===== config.mk =====
export PLATFORM = sky130hd
export DESIGN_NAME = tri_sched_flat
export DESIGN_NICKNAME = d
export VERILOG_FILES = /design/src/rtl/tri_sched_if.sv /design/src/rtl/tri_sched.sv /design/src/flat_wrapper.sv
export SDC_FILE = /design/constraint.sdc
export NUM_CORES = 1
export LEC_CHECK = 0
export CORE_MARGIN = 1
export CORE_UTILIZATION = 45
export DETAILED_ROUTE_END_ITERATION = 12
export PLACE_DENSITY = 0.83
export SLEW_MARGIN = 5
export SYNTH_ARGS = -nofsm -noshare
export SYNTH_HDL_FRONTEND = slang
export SYNTH_SLANG_ARGS = --single-unit

===== constraint.sdc =====
create_clock -name clk -period 2.3 [get_ports clk]
set_clock_uncertainty 0.1 [all_clocks]
set_input_delay 0.69 -clock clk [delete_from_list [all_inputs] [get_ports clk]]
set_output_delay 0.69 -clock clk [all_outputs]
set_load 0.01 [all_outputs]

===== src/rtl/tri_sched_if.sv =====
// Bundle of request, engine and pixel-stream signals around the triangle
// scheduler. The master modport is the scheduler itself; the slave modport
// is the side made of the requesters, the rasterizer engine and the pixel sink.
interface tri_sched_if;
  logic [1:0]  req_valid;
  logic [17:0] req_tri0;
  logic [17:0] req_tri1;
  logic [1:0]  req_ack;
  logic        nt;
  logic [2:0]  xi;
  logic [2:0]  yi;
  logic        busy;
  logic        po;
  logic [2:0]  xo;
  logic [2:0]  yo;
  logic        pix_valid;
  logic [2:0]  pix_x;
  logic [2:0]  pix_y;
  logic        pix_id;
  logic        done;
  logic [6:0]  done_cnt;
  logic        err;

  modport master (
    input  req_valid, req_tri0, req_tri1, busy, po, xo, yo,
    output req_ack, nt, xi, yi, pix_valid, pix_x, pix_y, pix_id,
           done, done_cnt, err
  );

  modport slave (
    output req_valid, req_tri0, req_tri1, busy, po, xo, yo,
    input  req_ack, nt, xi, yi, pix_valid, pix_x, pix_y, pix_id,
           done, done_cnt, err
  );
endinterface


===== src/rtl/tri_sched.sv =====
// tri_sched: round-robin scheduler that feeds one of two requesters'
// triangles to a rasterizer engine, forwards the engine's pixels tagged with
// the owner, and reports a saturating per-triangle pixel count.
// Optional feature: define TRI_SCHED_TIMEOUT_EN to add an 8-bit RUN
// watchdog that forces completion after 255 RUN cycles and raises a sticky err.
module tri_sched (
  input  logic        clk,
  input  logic        reset,   // asynchronous, active-low
  tri_sched_if.master bus
);

  localparam logic [2:0] S_IDLE  = 3'd0;
  localparam logic [2:0] S_FEED1 = 3'd1;
  localparam logic [2:0] S_FEED2 = 3'd2;
  localparam logic [2:0] S_FEED3 = 3'd3;
  localparam logic [2:0] S_RUN   = 3'd4;
  localparam logic [2:0] S_DRAIN = 3'd5;
  localparam logic [2:0] S_DONE  = 3'd6;

  localparam logic [6:0] CNT_MAX = 7'd127;

  logic [2:0]  state_q,     state_d;
  logic        last_q,      last_d;      // requester granted most recently
  logic        owner_q,     owner_d;     // owner of the triangle in flight
  logic [17:0] tri_q,       tri_d;
  logic [1:0]  ack_q,       ack_d;
  logic [6:0]  cnt_q,       cnt_d;
  logic [6:0]  done_cnt_q,  done_cnt_d;
  logic        pix_valid_q, pix_valid_d;
  logic [2:0]  pix_x_q,     pix_x_d;
  logic [2:0]  pix_y_q,     pix_y_d;
  logic        pix_id_q,    pix_id_d;
`ifdef TRI_SCHED_TIMEOUT_EN
  logic [7:0]  wdog_q,      wdog_d;
  logic        err_q,       err_d;
`endif

  logic        grant;
  logic        fwd;
  logic [2:0]  vx;
  logic [2:0]  vy;

  // Next-state logic: arbitration, sequencing, pixel capture and counting.
  always_comb begin
    // NOTE: every combinationally assigned signal gets a default first so no
    // path leaves it unassigned, which would infer a latch.
    state_d     = state_q;
    last_d      = last_q;
    owner_d     = owner_q;
    tri_d       = tri_q;
    ack_d       = 2'b00;
    cnt_d       = cnt_q;
    done_cnt_d  = done_cnt_q;
    pix_valid_d = 1'b0;
    pix_x_d     = pix_x_q;
    pix_y_d     = pix_y_q;
    pix_id_d    = pix_id_q;
`ifdef TRI_SCHED_TIMEOUT_EN
    wdog_d      = wdog_q;
    err_d       = err_q;
`endif

    // With both requesting, favour the one not served last; otherwise the
    // single active requester wins.
    grant = (bus.req_valid == 2'b11) ? ~last_q : bus.req_valid[1];

    // Pixels are accepted only while the engine owns the triangle.
    fwd = ((state_q == S_RUN) || (state_q == S_DRAIN)) && bus.po;
    if (fwd) begin
      pix_valid_d = 1'b1;
      pix_x_d     = bus.xo;
      pix_y_d     = bus.yo;
      pix_id_d    = owner_q;
      if (cnt_q != CNT_MAX) cnt_d = cnt_q + 7'd1;
    end

    case (state_q)
      S_IDLE: begin
        if (bus.req_valid != 2'b00) begin
          state_d = S_FEED1;
          last_d  = grant;
          owner_d = grant;
          tri_d   = grant ? bus.req_tri1 : bus.req_tri0;
          ack_d   = grant ? 2'b10 : 2'b01;
        end
      end
      S_FEED1: begin
        cnt_d   = 7'd0;
        state_d = S_FEED2;
      end
      S_FEED2: state_d = S_FEED3;
      S_FEED3: begin
        state_d = S_RUN;
`ifdef TRI_SCHED_TIMEOUT_EN
        wdog_d  = 8'd0;
`endif
      end
      S_RUN: begin
        if (!bus.busy) begin
          state_d = S_DRAIN;
        end
`ifdef TRI_SCHED_TIMEOUT_EN
        else begin
          wdog_d = wdog_q + 8'd1;
          // This RUN cycle brings the watchdog to 255: give up on the engine.
          if (wdog_q == 8'd254) begin
            state_d    = S_DONE;
            done_cnt_d = cnt_d;
            err_d      = 1'b1;
          end
        end
`endif
      end
      S_DRAIN: begin
        // cnt_d already includes a pixel captured in this last cycle.
        state_d    = S_DONE;
        done_cnt_d = cnt_d;
      end
      S_DONE:  state_d = S_IDLE;
      default: state_d = S_IDLE;
    endcase
  end

  // State and output registers.
  always_ff @(posedge clk or negedge reset) begin
    // NOTE: sequential state uses non-blocking assignments so every register
    // samples the pre-edge values regardless of statement order.
    if (!reset) begin
      state_q     <= S_IDLE;
      last_q      <= 1'b1;
      owner_q     <= 1'b0;
      tri_q       <= '0;
      ack_q       <= 2'b00;
      cnt_q       <= 7'd0;
      done_cnt_q  <= 7'd0;
      pix_valid_q <= 1'b0;
      pix_x_q     <= 3'd0;
      pix_y_q     <= 3'd0;
      pix_id_q    <= 1'b0;
`ifdef TRI_SCHED_TIMEOUT_EN
      wdog_q      <= 8'd0;
      err_q       <= 1'b0;
`endif
    end else begin
      state_q     <= state_d;
      last_q      <= last_d;
      owner_q     <= owner_d;
      tri_q       <= tri_d;
      ack_q       <= ack_d;
      cnt_q       <= cnt_d;
      done_cnt_q  <= done_cnt_d;
      pix_valid_q <= pix_valid_d;
      pix_x_q     <= pix_x_d;
      pix_y_q     <= pix_y_d;
      pix_id_q    <= pix_id_d;
`ifdef TRI_SCHED_TIMEOUT_EN
      wdog_q      <= wdog_d;
      err_q       <= err_d;
`endif
    end
  end

  // Vertex presented to the engine during the three feed cycles, zero otherwise.
  always_comb begin
    vx = 3'd0;
    vy = 3'd0;
    case (state_q)
      S_FEED1: begin vx = tri_q[17:15]; vy = tri_q[14:12]; end
      S_FEED2: begin vx = tri_q[11:9];  vy = tri_q[8:6];   end
      S_FEED3: begin vx = tri_q[5:3];   vy = tri_q[2:0];   end
      default: begin vx = 3'd0;         vy = 3'd0;         end
    endcase
  end

  assign bus.nt        = (state_q == S_FEED1);
  assign bus.xi        = vx;
  assign bus.yi        = vy;
  assign bus.req_ack   = ack_q;
  assign bus.pix_valid = pix_valid_q;
  assign bus.pix_x     = pix_x_q;
  assign bus.pix_y     = pix_y_q;
  assign bus.pix_id    = pix_id_q;
  assign bus.done      = (state_q == S_DONE);
  assign bus.done_cnt  = done_cnt_q;
`ifdef TRI_SCHED_TIMEOUT_EN
  assign bus.err       = err_q;
`else
  assign bus.err       = 1'b0;
`endif

endmodule


===== src/flat_wrapper.sv =====
// flat-port wrapper written by rule: the top's interface ports become plain ports
module tri_sched_flat 
  (clk, reset, bus_req_valid, bus_req_tri0, bus_req_tri1, bus_busy, bus_po, bus_xo, bus_yo, bus_req_ack, bus_nt, bus_xi, bus_yi, bus_pix_valid, bus_pix_x, bus_pix_y, bus_pix_id, bus_done, bus_done_cnt, bus_err);
  tri_sched_if bus_i ();
  input  logic clk;
  input  logic reset;
  input wire logic [$bits(bus_i.req_valid)-1:0] bus_req_valid;
  input wire logic [$bits(bus_i.req_tri0)-1:0] bus_req_tri0;
  input wire logic [$bits(bus_i.req_tri1)-1:0] bus_req_tri1;
  input wire logic [$bits(bus_i.busy)-1:0] bus_busy;
  input wire logic [$bits(bus_i.po)-1:0] bus_po;
  input wire logic [$bits(bus_i.xo)-1:0] bus_xo;
  input wire logic [$bits(bus_i.yo)-1:0] bus_yo;
  output wire logic [$bits(bus_i.req_ack)-1:0] bus_req_ack;
  output wire logic [$bits(bus_i.nt)-1:0] bus_nt;
  output wire logic [$bits(bus_i.xi)-1:0] bus_xi;
  output wire logic [$bits(bus_i.yi)-1:0] bus_yi;
  output wire logic [$bits(bus_i.pix_valid)-1:0] bus_pix_valid;
  output wire logic [$bits(bus_i.pix_x)-1:0] bus_pix_x;
  output wire logic [$bits(bus_i.pix_y)-1:0] bus_pix_y;
  output wire logic [$bits(bus_i.pix_id)-1:0] bus_pix_id;
  output wire logic [$bits(bus_i.done)-1:0] bus_done;
  output wire logic [$bits(bus_i.done_cnt)-1:0] bus_done_cnt;
  output wire logic [$bits(bus_i.err)-1:0] bus_err;
  assign bus_i.req_valid = bus_req_valid;
  assign bus_i.req_tri0 = bus_req_tri0;
  assign bus_i.req_tri1 = bus_req_tri1;
  assign bus_i.busy = bus_busy;
  assign bus_i.po = bus_po;
  assign bus_i.xo = bus_xo;
  assign bus_i.yo = bus_yo;
  assign bus_req_ack = bus_i.req_ack;
  assign bus_nt = bus_i.nt;
  assign bus_xi = bus_i.xi;
  assign bus_yi = bus_i.yi;
  assign bus_pix_valid = bus_i.pix_valid;
  assign bus_pix_x = bus_i.pix_x;
  assign bus_pix_y = bus_i.pix_y;
  assign bus_pix_id = bus_i.pix_id;
  assign bus_done = bus_i.done;
  assign bus_done_cnt = bus_i.done_cnt;
  assign bus_err = bus_i.err;
  tri_sched u_core (.clk(clk), .reset(reset), .bus(bus_i));
endmodule

==> metrics <==
clock share of power between 10% and 20%; global route overflow 0; Critical Path RT about 1.5 ns; num ports 74; Reg power frac 35.5%; Syn Inst Count approximately 220; period utilization 103%; die area 5120 µm²; row count 24; Yosys reg bits 47; diode count 0; Finished Layout Cells 362; status finished, violations left; Clk Latency, worst-skew pair 0.30 ns; NetSw ~0.0014 W; Vias/cell between 5 and 6; layout cell share with drive strength beyond 1 20.3%; root buf cell clkbuf_8; die width 71.6 µm; final-report hold violation count 0; Primary FF master, synth dfrtp_1; 1st-iter DRT viols 78; via count ~1900; Worst EP arrival 1.57 ns; Worst setup EP type primary output; Synth warnings 0; Post-synth EDFFs 0; Detail Route Antenna Nets 0; power share of the combinational group 48.9%; sum of negative setup slack -0.101 ns; area grow syn2layout 48.2%; pin count of the biggest net entering global routing 31; hold crit path type in -> async; initial antenna violation count 0; clock buffer depth 2; Clock transition at path regs 0.09 ns; critical path type reg -> out; core area 4500 µm²; fin crit period around 2.4 ns; Final Setup Violations 3; RD Place Congestion between 0.8 and 0.9; # Max-Cap Violations 0; Inserted Clock Buffers 5; routed wire length 4970 µm; Detailed Place HPWL 3640 µm; Power per Cell Area 1230 nW/µm²; hold buffers post-CTS 0; Mapped Nets 270; P_leak ~1.5 nW; Sw Ratio 34.7%; Peak Freq 424 MHz; CTS H-Tree Depth 2; port bufs 72; slew margin rel. 61.5%; clk sink count 47; Nets 358; Slew Viols, Final 0; crit path launch type flop; ys async rst share 100%; GRT Util Overall 20.9%; Distinct cells, synth 35; drt pass-1 iters 4; Die H 71.6 µm; Avg Synthesized Cell Area 9.85 µm²; DRC 0; Cells after DPL 351; Wirelength per Cell 13.7 µm; crit path max fanout 4; vias in the first global route 1887; failing checks setup timing; mapped cell area 2180 µm²; Initial Util 48.3%; Max VDD drop between 0.5 and 0.6 mV; Seq/Total Area, Yosys ~54%; internal power around 0.0026 W; first-pass GRT wire length between 8000 and 9000 µm; TritonCTS clock tree yes; RSZ-0062 raised after global routing true; fin worst setup slack -0.0596 ns; dpl ws -0.0558 ns; PnR Total Power approximately 0.0040 W; Worst-Margin Slew 0.578 ns
## per-stage QoR
| step | utilization, % | cell area, µm² | hold WS [ns] |
|---|---|---|---|
| global placement | 67.9 | 3060 | 0.359 |
| floorplan | - | 2180 | 0.294 |
| global route | 71.6 | 3230 | 0.227 |
| detailed placement | 67.9 | 3060 | 0.368 |
| finish | 71.6 | 3230 | 0.203 |
| CTS | 70.6 | 3180 | 0.214 |
## cells in the final DEF, fill, tap and decap left out, types with 2 or more instances in the layout
master           Yosys  routed
xor2_1               2       2
o21ai_0              9       9
and4_1               2       2
nor2_1              32      30
a22oi_2              0       6
nor2b_1              2       2
buf_4                2      19
buf_6                1       3
dlygate4sd2_1        0       2
nand3_1              4       4
a21oi_1              2       2
mux2i_1              3       3
a21o_1               5       5
mux2_2              13       9
nor2_2               0       2
clkbuf_8             0       6
inv_1                3       3
a221o_1              3       3
nand2_1             41      41
dfrtp_1             46      46
buf_2                3       7
clkdlybuf4s50_1      0      63
a31oi_1             16      16
mux2_4               0       4
and3_1               4       4
## synthesized netlist by cell type, types with 2 or more instances
library cell / instances / share of area (%)
a21o_1: 5 / 1.7
a21oi_1: 2 / 0.46
a221o_1: 3 / 1.4
a22oi_1: 6 / 2.1
a31oi_1: 16 / 4.6
and3_1: 4 / 1.1
and4_1: 2 / 0.80
buf_2: 3 / 0.69
buf_4: 2 / 0.69
clkbuf_1: 8 / 1.4
dfrtp_1: 46 / 53
inv_1: 3 / 0.52
mux2_2: 13 / 6.7
mux2i_1: 3 / 1.4
nand2_1: 41 / 7.1
nand3_1: 4 / 0.92
nor2_1: 32 / 5.5
nor2b_1: 2 / 0.57
o21ai_0: 9 / 2.1
xor2_1: 2 / 0.80
## final cells by class
class,instances,area (µm²)
fillers,343,1280
flip-flops and latches,47,1180
multi-input cells,157,976
repair buffers,95,880
clock buffers,6,82.6
well taps,52,65.1
clock inverters,2,35.0
inverters,3,11.3
## path summary, 6_finish.rpt
check,endpoint,depth (start not counted),slack (ns),start
setup / recovery,bus_xi[0],6,-0.06,u_core.state_q[0]
min in group clk,u_core.bus.done_cnt[0],2,0.38,u_core.bus.done_cnt[0]
max in group asynchronous,u_core.last_q,2,1.35,reset
setup reg to reg,u_core.tri_q[15],6,0.14,u_core.state_q[0]
hold reg to reg,u_core.bus.done_cnt[0],2,0.38,u_core.bus.done_cnt[0]
hold / removal,u_core.bus.pix_x[1],1,0.20,reset
## what timing repair did
action	in CTS	in global routing
gates resized for setup	29	13
pin swaps	2	5
buffers inserted	3	1
endpoints found under the setup margin	8	6
## worst max-delay path, cell delays in order, from the launching register on
cell	delay, ns
dfrtp_1	0.42
buf_6	0.15
buf_6	0.11
mux2_4	0.29
a22oi_2	0.11
nor2_1	0.06
buf_2	0.13
## cell families after synthesis
logic type	share of synthesized area [%]
flip-flops	54.1
buffers and inverters	3.79
AND/OR/NAND/NOR	19.4
AO/OA/AOI/OAI	13.0
XOR/XNOR	0.805
multiplexers	8.10
adder cells (fa/ha/maj)	0.575
other	0.172
## flip-flops by register name (all words and copies together), names as in the netlist
name,cells
u_core.cnt_q,7
u_core.bus.pix_x,3
u_core.bus.req_ack,2
u_core.bus.pix_y,3
u_core.last_q,1
u_core.bus.pix_valid,1
u_core.tri_q,18
u_core.state_q,3
u_core.bus.done_cnt,7
u_core.bus.pix_id,1
u_core.owner_q,1
## layer usage
| metal | vias to the layer above | routed length (µm) | part of all wire, % | global-route usage [%] |
|---|---|---|---|---|
| li1 | 942 | - | - | - |
| met1 | 885 | 2120 | 43 | 25.0 |
| met2 | 73 | 2460 | 50 | 36.7 |
| met3 | 6 | 343 | 6.9 | 6.05 |
| met4 | 0 | 50 | 1.0 | 6.10 |
| met5 | - | 0 | 0 | 0 |
## power groups by stage
stage | combinational, W | sequential, W | clock (W)
floorplan | 0.000939 | 0.00142 | 0
global placement | 0.00181 | 0.00138 | 0
detailed placement | 0.00185 | 0.00140 | 0
CTS | 0.00184 | 0.00140 | 0.000633
global route | 0.00214 | 0.00145 | 0.000669
finish | 0.00194 | 0.00141 | 0.000619
No activity file was read; power rests on OpenSTA's default activity.
